<file path="src/rtl/regfile_wr_buffer.sv">
// In-order write-back buffer feeding the 32x32 register file write port.
// Drains one entry per cycle and offers youngest-match bypass for two read indices.
module regfile_wr_buffer #(
   parameter int DEPTH = 4,
   parameter int AW    = 5,
   parameter int DW    = 32
) (
   input  logic                     clk,
   input  logic                     rst,
   input  logic                     in_valid,
   output logic                     in_ready,
   input  logic [AW-1:0]            in_addr,
   input  logic [DW-1:0]            in_data,
   input  logic                     drain_en,
   output logic                     RegWrite,
   output logic [AW-1:0]            regW,
   output logic [DW-1:0]            Wdat,
   input  logic [AW-1:0]            regA,
   input  logic [AW-1:0]            regB,
   output logic                     hitA,
   output logic                     hitB,
   output logic [DW-1:0]            fwdA,
   output logic [DW-1:0]            fwdB,
   output logic [$clog2(DEPTH):0]   count,
   output logic                     empty
);

   localparam int PW = $clog2(DEPTH);
   localparam int CW = PW + 1;

   logic [AW-1:0] addr_r  [DEPTH];
   logic [DW-1:0] data_r  [DEPTH];
   logic          valid_r [DEPTH];
   logic [PW-1:0] wr_ptr_r;
   logic [PW-1:0] rd_ptr_r;
   logic [CW-1:0] count_r;

   logic          push_s;
   logic          pop_s;
   logic          empty_s;
   logic          ready_s;
   logic [PW-1:0] scan_idx_s [DEPTH];
   logic          hit_a_s;
   logic          hit_b_s;
   logic [DW-1:0] fwd_a_s;
   logic [DW-1:0] fwd_b_s;

   assign empty_s = (count_r == {CW{1'b0}});
   assign ready_s = (count_r != CW'(DEPTH));
   assign push_s  = in_valid && ready_s;
   assign pop_s   = drain_en && !empty_s;

   assign in_ready = ready_s;
   assign empty    = empty_s;
   assign count    = count_r;
   assign RegWrite = pop_s;
   assign regW     = empty_s ? {AW{1'b0}} : addr_r[rd_ptr_r];
   assign Wdat     = empty_s ? {DW{1'b0}} : data_r[rd_ptr_r];
   assign hitA     = hit_a_s;
   assign hitB     = hit_b_s;
   assign fwdA     = fwd_a_s;
   assign fwdB     = fwd_b_s;

   // scan_idx_s[0] is the oldest slot, scan_idx_s[DEPTH-1] the youngest possible slot
   for (genvar g = 0; g < DEPTH; g++) begin : g_scan
      assign scan_idx_s[g] = rd_ptr_r + PW'(g);
   end

   // Bypass lookup: walk oldest to youngest so the last match seen is the youngest
   always_comb begin
      hit_a_s = 1'b0;
      hit_b_s = 1'b0;
      fwd_a_s = {DW{1'b0}};
      fwd_b_s = {DW{1'b0}};
      for (int i = 0; i < DEPTH; i++) begin
         hit_a_s = hit_a_s | (valid_r[scan_idx_s[i]] && (addr_r[scan_idx_s[i]] == regA));
         hit_b_s = hit_b_s | (valid_r[scan_idx_s[i]] && (addr_r[scan_idx_s[i]] == regB));
         fwd_a_s = (valid_r[scan_idx_s[i]] && (addr_r[scan_idx_s[i]] == regA)) ?
                   data_r[scan_idx_s[i]] : fwd_a_s;
         fwd_b_s = (valid_r[scan_idx_s[i]] && (addr_r[scan_idx_s[i]] == regB)) ?
                   data_r[scan_idx_s[i]] : fwd_b_s;
      end
   end

   // FIFO storage, pointers and occupancy; a pop never targets the slot being pushed
   always_ff @(posedge clk or negedge rst) begin
      if (!rst) begin
         wr_ptr_r <= {PW{1'b0}};
         rd_ptr_r <= {PW{1'b0}};
         count_r  <= {CW{1'b0}};
         for (int i = 0; i < DEPTH; i++) begin
            addr_r[i]  <= {AW{1'b0}};
            data_r[i]  <= {DW{1'b0}};
            valid_r[i] <= 1'b0;
         end
      end else begin
         if (pop_s) begin
            valid_r[rd_ptr_r] <= 1'b0;
            rd_ptr_r          <= rd_ptr_r + {{(PW-1){1'b0}}, 1'b1};
         end else begin
            rd_ptr_r          <= rd_ptr_r;
         end
         if (push_s) begin
            addr_r[wr_ptr_r]  <= in_addr;
            data_r[wr_ptr_r]  <= in_data;
            valid_r[wr_ptr_r] <= 1'b1;
            wr_ptr_r          <= wr_ptr_r + {{(PW-1){1'b0}}, 1'b1};
         end else begin
            wr_ptr_r          <= wr_ptr_r;
         end
         count_r <= count_r + CW'(push_s) - CW'(pop_s);
      end
   end

endmodule

</file>
<file path="config.mk">
export PLATFORM = sky130hd
export DESIGN_NAME = regfile_wr_buffer
export DESIGN_NICKNAME = d
export VERILOG_FILES = /design/src/rtl/regfile_wr_buffer.sv
export SDC_FILE = /design/constraint.sdc
export NUM_CORES = 1
export LEC_CHECK = 0
export ABC_AREA = 1
export BUFFER_PORTS_ARGS = -buffer_cell sky130_fd_sc_hd__buf_2
export CAP_MARGIN = 25
export CELL_PAD_IN_SITES_DETAIL_PLACEMENT = 1
export CELL_PAD_IN_SITES_GLOBAL_PLACEMENT = 1
export CORE_MARGIN = 5
export CORE_UTILIZATION = 38
export CTS_CLUSTER_DIAMETER = 120
export DETAILED_ROUTE_END_ITERATION = 8
export PLACE_DENSITY = 0.86
export SYNTH_ARGS = -nofsm -noshare
export SYNTH_HDL_FRONTEND = slang
export SYNTH_SLANG_ARGS = --single-unit
</file>
<file path="constraint.sdc">
create_clock -name clk -period 3.7 [get_ports clk]
set_input_delay 0.74 -clock clk [delete_from_list [all_inputs] [get_ports clk]]
set_output_delay 0.74 -clock clk [all_outputs]
set_load 0.02 [all_outputs]
</file>
==> results.py <==
metrics = {
    "global_route": {
        "antenna_found_initial": 1,
        "grt_pass1_vias": 14900,
        "grt_use_total_pct": 28.7,
        "grt_pass1_wl_mm": 87.0,
        "overflow": 0,
        "grt_start_max_net_pins": 110,
    },
    "logic_synthesis": {
        "synth_top_cell_area_share_pct": 31.0,
        "synth_cell_types": 32,
        "syn-cell-area_um2": 12800,
        "syn_nets": 2112,
        "synth.cells.most_frequent": "nand2_1 (617), o21ai_0 (306), nor2_1 (196)",
        "ys_seq_area_share_pct": 31.0,
        "ys_top_cells_by_area": "dfrtp_1 (31%), nand2_1 (18%), o21ai_0 (12%)",
        "synth_edf_count": 0,
        "ys_ff_latch": 159,
        "synth_top_area_cell": "dfrtp_1",
        "synth.most_common_cell": "nand2_1",
        "syn_area_per_cell_um2": 6.25,
        "yosys_warnings": 0,
        "ys.flop_type": "dfrtp_1",
        "async_reset_ff_share_pct": 100,
        "postSynthCellCount": 2050,
    },
    "floorplanning": {
        "ios": 160,
        "rows": 67,
        "coreArea_um2": 33400,
        "die_y_um": 194,
        "start_util_pct": 38.3,
        "fp.dieW_um": 194,
        "die_area_um2": 37500,
    },
    "worst_setup_path": {
        "critical-path-top-delay-family": "simple AND/OR/NAND/NOR gates",
        "cp_common_cell": "buf_4",
        "endpoint_kind": "output port",
        "crit_slowest_cell": "dfrtp_4",
        "path_class": "reg2out",
        "worstPathCellList": "inv_6 > ha_4 > inv_8 > buf_4 > nand3_1 > nand2_2 > xor2_1 > inv_1 > nand4_1 > nor2_4 > buf_4 > buf_12 > nor2_1 > nand2_1 > nand2_1 > buf_4",
        "cp-start-kind": "flip-flop",
        "worstPathRequired_ps": 2960,
        "worst_ep_arrival_time_ps": 3040,
        "cp_slowest_stage_delay_ps": 460,
        "critical_path.max_fanout": 19,
        "crit_buf_inv": 7,
    },
    "detailed_routing": {
        "vias_per_cell": 5.76,
        "vias": 15400,
        "totalWireLength_mm": 59.5,
        "ant_nets": 0,
        "drtIter0Drc": 1730,
        "drt-wirelength-per-cell_um": 22.2,
        "first_pass_iters": 5,
        "drc": 0,
    },
    "sta": {
        "period_needed_ps": 3780,
        "tightest_slew_ps": 839,
        "setup_slack_ps": -75.4,
        "skew_ps": 17.8,
        "slew_headroom_pct": 44.1,
        "fmax_mhz": 265,
        "setup_violations": 27,
        "rsz0062_at_grt": "true",
        "slew_viol_final": 0,
        "finalHoldViolCount": 0,
        "post-route-period-util_pct": 102,
        "fin_tns_setup_ps": -761,
    },
    "finish": {
        "area.growth.synth_to_final_pct": 27.7,
        "finalNetCount": 2278,
        "num_antenna_cells": 0,
        "fin_util_pct": 48.9,
        "drive_gt1_share_pct": 21.1,
        "fin_area_um2": 16400,
        "fillers": 4320,
    },
    "clock_network": {
        "cts_max_path_buffers": 2,
        "path_clk_slew_ps": 70,
        "clock_sinks": 159,
        "cts_tree": "yes",
        "cts_root_buf": "clkbuf_16",
        "clk-insertion-delay-late_ps": 450,
        "h-tree-depth": 4,
        "cts_buffers": 17,
    },
    "placed_design": {
        "hpwl_mm": 38.9,
        "dpl_cell_area_um2": 14500,
        "dp_slack_ps": 236,
        "place_congestion": 0.947,
        "numPortBuffers": 159,
    },
    "job": {
        "cap_violations": 0,
    },
    "run_status": {
        "violations": "negative setup slack",
        "outcome": "complete, but fails checks",
    },
    "worst_hold_path": {
        "hold_class": "in2async",
    },
}
==> final cells by class <==
class / instances / area, um^2 / area share, %
clock inverter: 12 / 184 / 1.12
clock buffer: 20 / 447 / 2.73
sequential: 159 / 3980 / 24.3
multi-input combinational: 1580 / 7970 / 48.7
tap: 448 / 561 / 3.42
timing repair buffer: 287 / 2570 / 15.7
inverter: 171 / 657 / 4.01
==> cell families (layout without fill, tap and decap cells) <==
family	after synthesis	after routing	share of synthesized area, %
adders and majority gates	11	11	1.13
and+or+nand+nor	1118	1118	37.2
xor gates and xnor gates	10	10	0.683
muxes	71	71	5.54
buffers and inverters	311	490	9.86
AOI/OAI and AO/OA	370	370	14.6
DFF	159	159	31.0
==> routing by layer <==
metal	track usage (%)	part of all wire, %	routed length, um	vias to the layer above
li1	-	-	-	6899
met1	42.2	43	25500	7534
met2	44.3	45	26500	856
met3	4.24	9.4	5600	132
met4	7.66	3.2	1900	2
met5	0	0.012	7	-
==> worst paths after layout <==
kind / from / end / slack (ps) / cells after the start
worst max register to register: count[1]$_DFF_PN0_ / data_r[47]$_DFFE_PN0P_ / 1370 / 8
max in group asynchronous: rst / data_r[8]$_DFFE_PN0P_ / 2560 / 2
min in group clk: data_r[82]$_DFFE_PN0P_ / data_r[82]$_DFFE_PN0P_ / 510 / 2
worst min register to register: data_r[82]$_DFFE_PN0P_ / data_r[82]$_DFFE_PN0P_ / 510 / 2
worst max-delay path: rd_ptr_r[0]$_DFFE_PN0P_ / fwdA[14] / -80 / 16
worst min-delay path: rst / count[1]$_DFF_PN0_ / 320 / 1
==> stage by stage <==
stage | instances | hold slack (ps)
global route | 2677 | 381
finish | 2677 | 317
floorplan | 2050 | 441
global placement | 2611 | 458
CTS | 2651 | 354
detailed placement | 2611 | 494
==> repair_timing <==
action	in CTS	in global routing
hold buffers	0	0
resized for setup	35	165
pin swaps	4	14
setup endpoints to repair	64	66
buffers inserted	4	17
cloned	4	10
==> cells in the final DEF, fill, tap and decap left out, types with 28 or more instances in the layout <==
master   netlist  layout
inv_1        159     159
buf_6          0      28
buf_2         44     112
buf_4         11     105
nor2_1       196     188
dfrtp_1      159     158
nand2_2        0      42
o21ai_0      306     298
o21ai_1       39      41
or2_2         45      45
nand2_1      617     575
nand3_1      184     164
mux2i_1       71      71
==> registers in the layout, indices dropped and copies added (netlist names) <==
signal    cells
data_r      128
valid_r       4
count         3
wr_ptr_r      2
rd_ptr_r      2
addr_r       20
Power is not shown: default switching activity piles up to over one toggle a cycle in this logic, so the estimate is an artifact.
